## src/rtl/alu_seq_pkg.sv

```systemverilog
`default_nettype none
// ============================================================================
//  Module      : alu_seq_pkg
//  Description : Shared widths, ALU op codes and FSM encoding for the
//                ALU command sequencer.
//  Revision    : 1.0  initial release
// ============================================================================
package alu_seq_pkg;

    localparam int OP_W   = 3;
    localparam int DATA_W = 4;
    localparam int ACC_W  = 8;
    localparam int CNT_W  = 4;

    // Op codes are the ALU select encodings themselves.
    localparam logic [OP_W-1:0] OP_RCADD   = 3'b111;
    localparam logic [OP_W-1:0] OP_ADD     = 3'b110;
    localparam logic [OP_W-1:0] OP_NAND    = 3'b101;
    localparam logic [OP_W-1:0] OP_ORRED   = 3'b100;
    localparam logic [OP_W-1:0] OP_PATTERN = 3'b011;
    localparam logic [OP_W-1:0] OP_CONCAT  = 3'b010;
    localparam logic [OP_W-1:0] OP_HOLD    = 3'b001;
    localparam logic [OP_W-1:0] OP_ZERO    = 3'b000;

    localparam int STATE_W = 2;

    typedef enum logic [STATE_W-1:0] {
        ST_IDLE  = 2'b00,
        ST_EXEC  = 2'b01,
        ST_CLEAR = 2'b10,
        ST_DONE  = 2'b11
    } state_t;

endpackage
`default_nettype wire

```

## src/rtl/alu_sequencer_if.sv

```systemverilog
`default_nettype none
// ============================================================================
//  Module      : alu_sequencer_if
//  Description : Command handshake plus ALU/accumulator control bundle.
//  Revision    : 1.0  initial release
// ============================================================================
interface alu_sequencer_if;
    import alu_seq_pkg::*;

    logic              cmd_valid;
    logic              cmd_ready;
    logic [OP_W-1:0]   cmd_op;
    logic [DATA_W-1:0] cmd_data;
    logic [CNT_W-1:0]  cmd_count;
    logic              abort;
    logic [ACC_W-1:0]  acc_value;
    logic [OP_W-1:0]   alu_sel;
    logic [DATA_W-1:0] alu_a;
    logic              acc_load;
    logic              acc_clear;
    logic              busy;
    logic              done;
    logic              aborted;
    logic [ACC_W-1:0]  result;

    // master: command source plus the accumulator it feeds back
    modport master (
        output cmd_valid, cmd_op, cmd_data, cmd_count, abort, acc_value,
        input  cmd_ready, alu_sel, alu_a, acc_load, acc_clear,
        input  busy, done, aborted, result
    );

    modport slave (
        input  cmd_valid, cmd_op, cmd_data, cmd_count, abort, acc_value,
        output cmd_ready, alu_sel, alu_a, acc_load, acc_clear,
        output busy, done, aborted, result
    );

endinterface
`default_nettype wire

```

## src/rtl/seq_step_counter.sv

```systemverilog
`default_nettype none
// ============================================================================
//  Module      : seq_step_counter
//  Description : Loadable step down-counter flagging the final step (rem==1).
//  Revision    : 1.0  initial release
// ============================================================================
module seq_step_counter #(
    parameter int CNT_W = 4
) (
    input  logic             CLK,
    input  logic             RESET,
    input  logic             i_load,
    input  logic [CNT_W-1:0] i_load_val,
    input  logic             i_dec,
    output logic             o_last
);

    logic [CNT_W-1:0] r_rem;

    always_ff @(posedge CLK or posedge RESET) begin
        if (RESET) begin
            r_rem <= '0;
        end else if (i_load) begin
            r_rem <= i_load_val;
        end else if (i_dec && (r_rem != '0)) begin
            r_rem <= r_rem - 1'b1;
        end
    end

    assign o_last = (r_rem == {{(CNT_W-1){1'b0}}, 1'b1});

endmodule
`default_nettype wire

```

## src/rtl/alu_sequencer.sv

```systemverilog
`default_nettype none
// ============================================================================
//  Module      : alu_sequencer
//  Description : Command-driven controller stepping an ALU + accumulator
//                pair N times per accepted command, with abort and clear.
//  Revision    : 1.0  initial release
// ============================================================================
module alu_sequencer
    import alu_seq_pkg::*;
(
    input  logic           CLK,
    input  logic           RESET,
    alu_sequencer_if.slave bus
);

    state_t            r_state;
    logic              r_cmd_ready;
    logic              r_acc_load;
    logic              r_acc_clear;
    logic              r_busy;
    logic              r_done;
    logic              r_aborted;
    logic [OP_W-1:0]   r_alu_sel;
    logic [DATA_W-1:0] r_alu_a;
    logic [ACC_W-1:0]  r_result;

    logic              w_accept;
    logic              w_exec;
    logic              w_last;

    assign w_accept = bus.cmd_valid & r_cmd_ready;
    assign w_exec   = (r_state == ST_EXEC);

    seq_step_counter #(
        .CNT_W      (CNT_W)
    ) u_step_counter (
        .CLK        (CLK),
        .RESET      (RESET),
        .i_load     (w_accept),
        .i_load_val (bus.cmd_count),
        .i_dec      (w_exec),
        .o_last     (w_last)
    );

    always_ff @(posedge CLK or posedge RESET) begin
        if (RESET) begin
            r_state     <= ST_IDLE;
            r_cmd_ready <= 1'b0;
            r_acc_load  <= 1'b0;
            r_acc_clear <= 1'b0;
            r_busy      <= 1'b0;
            r_done      <= 1'b0;
            r_aborted   <= 1'b0;
            r_alu_sel   <= OP_HOLD;
            r_alu_a     <= '0;
            r_result    <= '0;
        end else begin
            r_done      <= 1'b0;
            r_acc_clear <= 1'b0;
            case (r_state)
                ST_IDLE: begin
                    r_cmd_ready <= 1'b1;
                    if (w_accept) begin
                        r_cmd_ready <= 1'b0;
                        r_busy      <= 1'b1;
                        r_aborted   <= 1'b0;
                        if (bus.cmd_count == '0) begin
                            r_state     <= ST_CLEAR;
                            r_acc_clear <= 1'b1;
                        end else begin
                            r_state    <= ST_EXEC;
                            r_acc_load <= 1'b1;
                            r_alu_sel  <= bus.cmd_op;
                            r_alu_a    <= bus.cmd_data;
                        end
                    end
                end
                ST_EXEC: begin
                    // abort takes precedence over the final step
                    if (bus.abort || w_last) begin
                        r_state    <= ST_DONE;
                        r_acc_load <= 1'b0;
                        r_done     <= 1'b1;
                        r_aborted  <= bus.abort;
                        r_alu_sel  <= OP_HOLD;
                        r_alu_a    <= '0;
                    end
                end
                ST_CLEAR: begin
                    r_state <= ST_DONE;
                    r_done  <= 1'b1;
                end
                ST_DONE: begin
                    r_state     <= ST_IDLE;
                    r_result    <= bus.acc_value;
                    r_busy      <= 1'b0;
                    r_cmd_ready <= 1'b1;
                end
                default: begin
                    r_state <= ST_IDLE;
                end
            endcase
        end
    end

    // Abort must suppress the load in the very cycle it is seen.
    assign bus.acc_load  = r_acc_load & ~bus.abort;
    assign bus.cmd_ready = r_cmd_ready;
    assign bus.acc_clear = r_acc_clear;
    assign bus.busy      = r_busy;
    assign bus.done      = r_done;
    assign bus.aborted   = r_aborted;
    assign bus.alu_sel   = r_alu_sel;
    assign bus.alu_a     = r_alu_a;
    assign bus.result    = r_result;

endmodule
`default_nettype wire

```

## src/flat_wrapper.sv

```systemverilog
// flat-port wrapper written by rule: the top's interface ports become plain ports
module alu_sequencer_flat import alu_seq_pkg::*;
  (CLK, RESET, bus_cmd_valid, bus_cmd_op, bus_cmd_data, bus_cmd_count, bus_abort, bus_acc_value, bus_cmd_ready, bus_alu_sel, bus_alu_a, bus_acc_load, bus_acc_clear, bus_busy, bus_done, bus_aborted, bus_result);
  alu_sequencer_if bus_i ();
  input  logic CLK;
  input  logic RESET;
  input wire logic [$bits(bus_i.cmd_valid)-1:0] bus_cmd_valid;
  input wire logic [$bits(bus_i.cmd_op)-1:0] bus_cmd_op;
  input wire logic [$bits(bus_i.cmd_data)-1:0] bus_cmd_data;
  input wire logic [$bits(bus_i.cmd_count)-1:0] bus_cmd_count;
  input wire logic [$bits(bus_i.abort)-1:0] bus_abort;
  input wire logic [$bits(bus_i.acc_value)-1:0] bus_acc_value;
  output wire logic [$bits(bus_i.cmd_ready)-1:0] bus_cmd_ready;
  output wire logic [$bits(bus_i.alu_sel)-1:0] bus_alu_sel;
  output wire logic [$bits(bus_i.alu_a)-1:0] bus_alu_a;
  output wire logic [$bits(bus_i.acc_load)-1:0] bus_acc_load;
  output wire logic [$bits(bus_i.acc_clear)-1:0] bus_acc_clear;
  output wire logic [$bits(bus_i.busy)-1:0] bus_busy;
  output wire logic [$bits(bus_i.done)-1:0] bus_done;
  output wire logic [$bits(bus_i.aborted)-1:0] bus_aborted;
  output wire logic [$bits(bus_i.result)-1:0] bus_result;
  assign bus_i.cmd_valid = bus_cmd_valid;
  assign bus_i.cmd_op = bus_cmd_op;
  assign bus_i.cmd_data = bus_cmd_data;
  assign bus_i.cmd_count = bus_cmd_count;
  assign bus_i.abort = bus_abort;
  assign bus_i.acc_value = bus_acc_value;
  assign bus_cmd_ready = bus_i.cmd_ready;
  assign bus_alu_sel = bus_i.alu_sel;
  assign bus_alu_a = bus_i.alu_a;
  assign bus_acc_load = bus_i.acc_load;
  assign bus_acc_clear = bus_i.acc_clear;
  assign bus_busy = bus_i.busy;
  assign bus_done = bus_i.done;
  assign bus_aborted = bus_i.aborted;
  assign bus_result = bus_i.result;
  alu_sequencer u_core (.CLK(CLK), .RESET(RESET), .bus(bus_i));
endmodule
```

## config.mk

```make
export PLATFORM = sky130hd
export DESIGN_NAME = alu_sequencer_flat
export DESIGN_NICKNAME = d
export VERILOG_FILES = /design/src/rtl/alu_seq_pkg.sv /design/src/rtl/alu_sequencer_if.sv /design/src/rtl/seq_step_counter.sv /design/src/rtl/alu_sequencer.sv /design/src/flat_wrapper.sv
export SDC_FILE = /design/constraint.sdc
export NUM_CORES = 1
export LEC_CHECK = 0
export BUFFER_PORTS_ARGS = -buffer_cell sky130_fd_sc_hd__buf_2
export CAP_MARGIN = 20
export CORE_UTILIZATION = 32
export CTS_CLUSTER_SIZE = 12
export DETAILED_ROUTE_END_ITERATION = 16
export SLEW_MARGIN = 30
export SYNTH_ARGS = -nofsm -noshare
export SYNTH_HDL_FRONTEND = slang
export SYNTH_SLANG_ARGS = --single-unit
```

## constraint.sdc

```tcl
create_clock -name CLK -period 1.9 [get_ports CLK]
set_input_delay 0.285 -clock CLK [delete_from_list [all_inputs] [get_ports CLK]]
set_output_delay 0.285 -clock CLK [all_outputs]
set_load 0.02 [all_outputs]
```

==> results.toml, run 1 <==
[power]
powerDensity_nw_per_um2 = 1610
power.switching_mw = 1.23
leakage_nw = 0.852
ir_drop_mv = 0.641
total_power_mw = 2.85
seq_power_share = 0.367
clockPowerShare = 0.120
sw_frac_of_total = 0.430
combPwrFrac = 0.514
p_int_mw = 1.62

[yosys]
yosys_warnings = 0
synthTopCellsByCount = "26 x dfrtp_1, 16 x inv_1, 15 x o211ai_1"
syn-num-nets = 171
synthFlopType = "dfrtp_1"
synth_area_leader_cell = "dfrtp_1"
synth_edf_count = 0
synth.top_cell.area_share = 0.448
ys_seq_area_frac = 0.466
synth_cell_types = 36
yosysMostFrequentCell = "dfrtp_1"
synth_area_per_cell_um2 = 10.3
postSynthCellCount = 141
synthTopCellsByArea = "dfrtp_1 45%, o211ai_1 7.8%, mux2_2 6.2%"
syn-cell-area_um2 = 1450
synth-async-reset-ratio = 1.00
yosys_register_bits = 27

[clock_network]
tritoncts = "yes"
cts_made_buffers = 3
worstSkewPairLatency_ps = 280
cts-root-buf = "clkbuf_8"
ctsHoldBuffers = 0
ctsResizeCount = 0
clk_pin_slew_worst_paths_ps = 100
cts_max_level = 1
clockBufferDepth = 2
clock-sinks = 27
post_cts_buffers = 0

[sta]
fin_crit_sh = 0.857
max-slew-margin-rel = 0.647
final-max-slew-violation-count = 0
clock_skew_ps = 5.48
fin_setup_tns_ps = 0
grt_setup_unrepaired = "no"
post-route-min-period_ps = 1630
fmax_mhz = 614
finalHoldViolCount = 0
setup_viol = 0
worst_pin_slew_ps = 526

[critical_path]
crit_fanout = 5
crit_arrival_ps = 1770
worstPathRequired_ps = 2050
crit_path_end_kind = "flop"
start_kind = "flop"
path_class = "reg2reg"

[layout]
final_cells = 236
area_growth_pct = 21.9
n_antenna_cell = 0
drive_above_1_share = 0.364
final_nets = 215
nFillCells = 442
final_core_util = 0.407

[floorplanning]
die_width_um = 69.4
core_um2 = 4350
die_h_um = 69.4
num_rows = 24
start_util = 0.334
ioPinCount = 44
die_area_um2 = 4810

[global_routing]
grt_usage = 0.149
grt_pass1_wl_um = 5780
grt_pass1_vias = 1247
gr-total-overflow = 0
grt_antenna_before_repair = 0
grt_max_degree = 28

[routing]
via_per_inst = 5.17
first_pass_iters = 4
routedWlPerCell_um = 13.9
detail-route-antenna-nets = 0
finalWirelength_um = 3280
drtIter0Drc = 76
vias = 1219
drc = 0

[placement]
gp_congestion = 0.725
post-dp-hpwl_um = 2390
io_buffers = 43
dpl.cell_count = 232

[flow_run]
maxCapViolations = 0

[run_status]
status = "complete, no violations"

[worst_hold_path]
worstHoldPathType = "in2async"
final timing paths:
path	start	endpoint	slack, ps	cells past startpoint
setup / recovery	u_core.r_state[1]$_DFFE_PP0P_	u_core.u_step_counter.r_rem[3]$_DFFE_PP0P_	270	5
hold / removal	RESET	u_core.bus.alu_a[1]$_DFFE_PP0P_	40	3
setup reg to reg	u_core.r_state[1]$_DFFE_PP0P_	u_core.u_step_counter.r_rem[3]$_DFFE_PP0P_	270	5
hold reg to reg	u_core.bus.result[1]$_DFFE_PP0P_	u_core.bus.result[1]$_DFFE_PP0P_	510	1
max in group asynchronous	RESET	u_core.bus.alu_sel[0]$_DFFE_PP1P_	1560	3
min in group CLK	bus_acc_value[4]	u_core.bus.result[4]$_DFFE_PP0P_	230	2
power by group through the flow:
stage                     Clock [mW]  Sequential [mW]  Combinational [mW]
final                          0.341             1.05                1.46
after global routing           0.381             1.08                1.63
after CTS                      0.359             1.04                1.48
after detailed placement           0             1.05                1.47
after global placement             0             1.05                1.45
after floorplan                    0             1.25               0.840
placed cells by master (no fill, tap or decap), types with 5 or more instances in the layout:
| cell | netlist | final |
|---|---|---|
| buf_2 | 3 | 43 |
| dfrtp_1 | 26 | 26 |
| inv_1 | 16 | 16 |
| o211ai_1 | 15 | 15 |
| nand3_1 | 14 | 14 |
| mux2_2 | 8 | 8 |
| ha_1 | 7 | 7 |
| nor2_1 | 6 | 6 |
| nand2_1 | 5 | 5 |
critical path, stage by stage, from the launching register on:
cell and delay, ps:
dfrtp_1 430, inv_1 90, ha_1 260, nor4b_1 390, mux2i_1 240, a21oi_1 90
final cells by class:
class / count / area (um2) / area share
clock buffers: 3 / 41.3 / 0.0233
repair buffers: 47 / 245 / 0.139
multi-input cells: 90 / 674 / 0.381
flip-flops and latches: 27 / 677 / 0.382
clock inverters: 1 / 7.51 / 0.00424
well taps: 52 / 65.1 / 0.0367
inverters: 16 / 60.1 / 0.0339
layer usage:
metal | vias to the layer above | part of all wire | routed length, um | global-route usage
li1 | 590 | - | - | -
met1 | 590 | 0.46 | 1500 | 0.191
met2 | 37 | 0.49 | 1610 | 0.257
met3 | 2 | 0.048 | 156 | 0.0334
met4 | 0 | 0.0052 | 17 | 0.0340
met5 | - | 0 | 0 | 0
sequential cells by signal, summed over array words and instances (netlist names):
signal / count
u_core.bus.alu_sel: 3
u_core.bus.acc_clear: 1
u_core.bus.cmd_ready: 1
u_core.r_state: 2
u_core.bus.done: 1
u_core.bus.aborted: 1
u_core.bus.busy: 1
u_core.bus.result: 8
u_core.r_acc_load: 1
u_core.u_step_counter.r_rem: 4
u_core.bus.alu_a: 4
logic make-up (layout without fill, tap and decap cells):
logic type | after synthesis | count (layout) | share of synthesized area
AND/OR/NAND/NOR | 39 | 39 | 0.166
adder cells (fa/ha/maj) | 7 | 7 | 0.0603
multiplexers | 10 | 10 | 0.0758
AO/OA/AOI/OAI | 34 | 34 | 0.162
buffers and inverters | 24 | 67 | 0.0698
flip-flops | 27 | 27 | 0.466
stage by stage:
stage	hold WS, ps	instance area (um2)	setup slack, ps
global placement	373	1720	346
detailed placement	373	1720	288
global route	112	1770	167
finish	40.7	1770	272
CTS	58.2	1770	256
floorplan	337	1450	444
No activity file was read; power rests on OpenSTA's default activity.
==> run 2: changes to the inputs <==
clock period = 1.8 ns   (was 1.9 ns; I/O delays follow)
==> results.toml, run 2 (synthesis gave the netlist of run 1 again) <==
[clock_network]
clk_pin_slew_worst_paths_ps = 100
ctsResizeCount = 0
tritoncts = "yes"
clockBufferDepth = 2
cts-root-buf = "clkbuf_8"
ctsHoldBuffers = 0
clock-sinks = 27
post_cts_buffers = 0
cts_max_level = 1
cts_made_buffers = 3
worstSkewPairLatency_ps = 280

[floorplanning]
core_um2 = 4350
num_rows = 24
ioPinCount = 44
die_width_um = 69.4
die_area_um2 = 4810
die_h_um = 69.4
start_util = 0.334

[global_routing]
grt_pass1_wl_um = 5620
grt_pass1_vias = 1208
grt_antenna_before_repair = 0
grt_usage = 0.145
grt_max_degree = 17
gr-total-overflow = 0

[critical_path]
path_class = "reg2reg"
max_stage_delay_ps = 460
worstPathRequired_ps = 2010
rr_startpoint = "u_core.u_step_counter.r_rem[1]$_DFFE_PP0P_"
start_kind = "flop"
crit_arrival_ps = 1800
crit_fanout = 12
worstPathCellList = "inv_1 -> ha_1 -> or3b_4 -> a22oi_1 -> a2bb2oi_1"
crit_start = "u_core.u_step_counter.r_rem[1]$_DFFE_PP0P_"
crit_path_end_kind = "flop"
crit_slowest_cell = "or3b_4"
cpLargestDelayFamily = "simple AND/OR/NAND/NOR gates"
crit_buf_inv = 1
ff2ff_setup_slack_ps = 210

[placement]
io_buffers = 43
dpl-instance-area_um2 = 1740
gp_congestion = 0.780
post-dp-hpwl_um = 2360
pre_cts_slack_ps = 230

[worst_hold_path]
worstHoldPathType = "in2async"

[routing]
drtIter0Drc = 118
detail-route-antenna-nets = 0
first_pass_iters = 4
via_per_inst = 5.08
drc = 0
finalWirelength_um = 3240
vias = 1204
routedWlPerCell_um = 13.6

[layout]
layout_commonest_cell = "buf_2"
drive_above_1_share = 0.368
n_antenna_cell = 0
largest_reg_flops = 8
multi_input_comb_area_um2 = 674
area_growth_pct = 23.3
final_area_um2 = 1790
final_nets = 216
seq_area_um2 = 677
nFillCells = 432
layout_common_cells = "43 x buf_2, 26 x dfrtp_1, 16 x inv_1"

[sta]
fin_setup_tns_ps = 0
fin_crit_sh = 0.886
max-slew-margin-rel = 0.617
finalHoldViolCount = 0
worst_pin_slew_ps = 570
finalWorstSetupSlack_ps = 206
setup_viol = 0
grt_setup_unrepaired = "no"
post-route-min-period_ps = 1590
fmax_mhz = 627
clock_skew_ps = 3.78
final-max-slew-violation-count = 0

[power]
powerDensity_nw_per_um2 = 1680
ir_drop_mv = 0.787
leakage_nw = 0.861

[flow_run]
maxCapViolations = 0

[run_status]
status = "complete, no violations"
-- run 2: report_power, final --
part,switching [mW],internal [mW]
logic,0.870,0.671
registers,0.206,0.891
clock network,0.208,0.158
total,1.28,1.72
-- run 2: layout make-up --
type,instances,area share
repair buffers,48,0.148
clock buffers,3,0.0231
flip-flops and latches,27,0.378
multi-input cells,90,0.377
well taps,52,0.0363
clock inverters,1,0.00419
inverters,16,0.0335
-- run 2: layer usage --
| layer | part of all wire | wire, um | global-route usage | vias up |
|---|---|---|---|---|
| met2 | 0.45 | 1470 | 0.227 | 33 |
| met1 | 0.49 | 1580 | 0.199 | 576 |
| met4 | 0.015 | 49 | 0.0612 | 0 |
| li1 | - | - | - | 590 |
| met3 | 0.041 | 133 | 0.0218 | 5 |
| met5 | 0 | 0 | 0 | - |
-- run 2: path summary, 6_finish.rpt --
path                            cells past startpoint                          endpoint
worst max register to register                      5     u_core.r_state[1]$_DFFE_PP0P_
worst min-delay path                                2   u_core.bus.alu_a[0]$_DFFE_PP0P_
worst min register to register                      1  u_core.bus.result[0]$_DFFE_PP0P_
worst max-delay path                                5     u_core.r_state[1]$_DFFE_PP0P_
max in group asynchronous                           3       u_core.bus.busy$_DFFE_PP0P_
min in group CLK                                    2  u_core.bus.result[3]$_DFFE_PP0P_
-- run 2: worst register-to-register path: stages (launching register included) --
cell and delay, ps:
dfrtp_1 400, inv_1 110, ha_1 150, or3b_4 460, a22oi_1 230, a2bb2oi_1 180
-- run 2: metrics by stage --
stage / total power [mW] / hold slack [ps] / instances / utilization
floorplan: 2.21 / 322 / 141 / -
CTS: 3.04 / 32.5 / 237 / 0.411
global route: 3.25 / 73.6 / 237 / 0.411
global placement: 2.66 / 338 / 233 / 0.400
detailed placement: 2.66 / 343 / 233 / 0.400
finish: 3.00 / 16.0 / 237 / 0.411
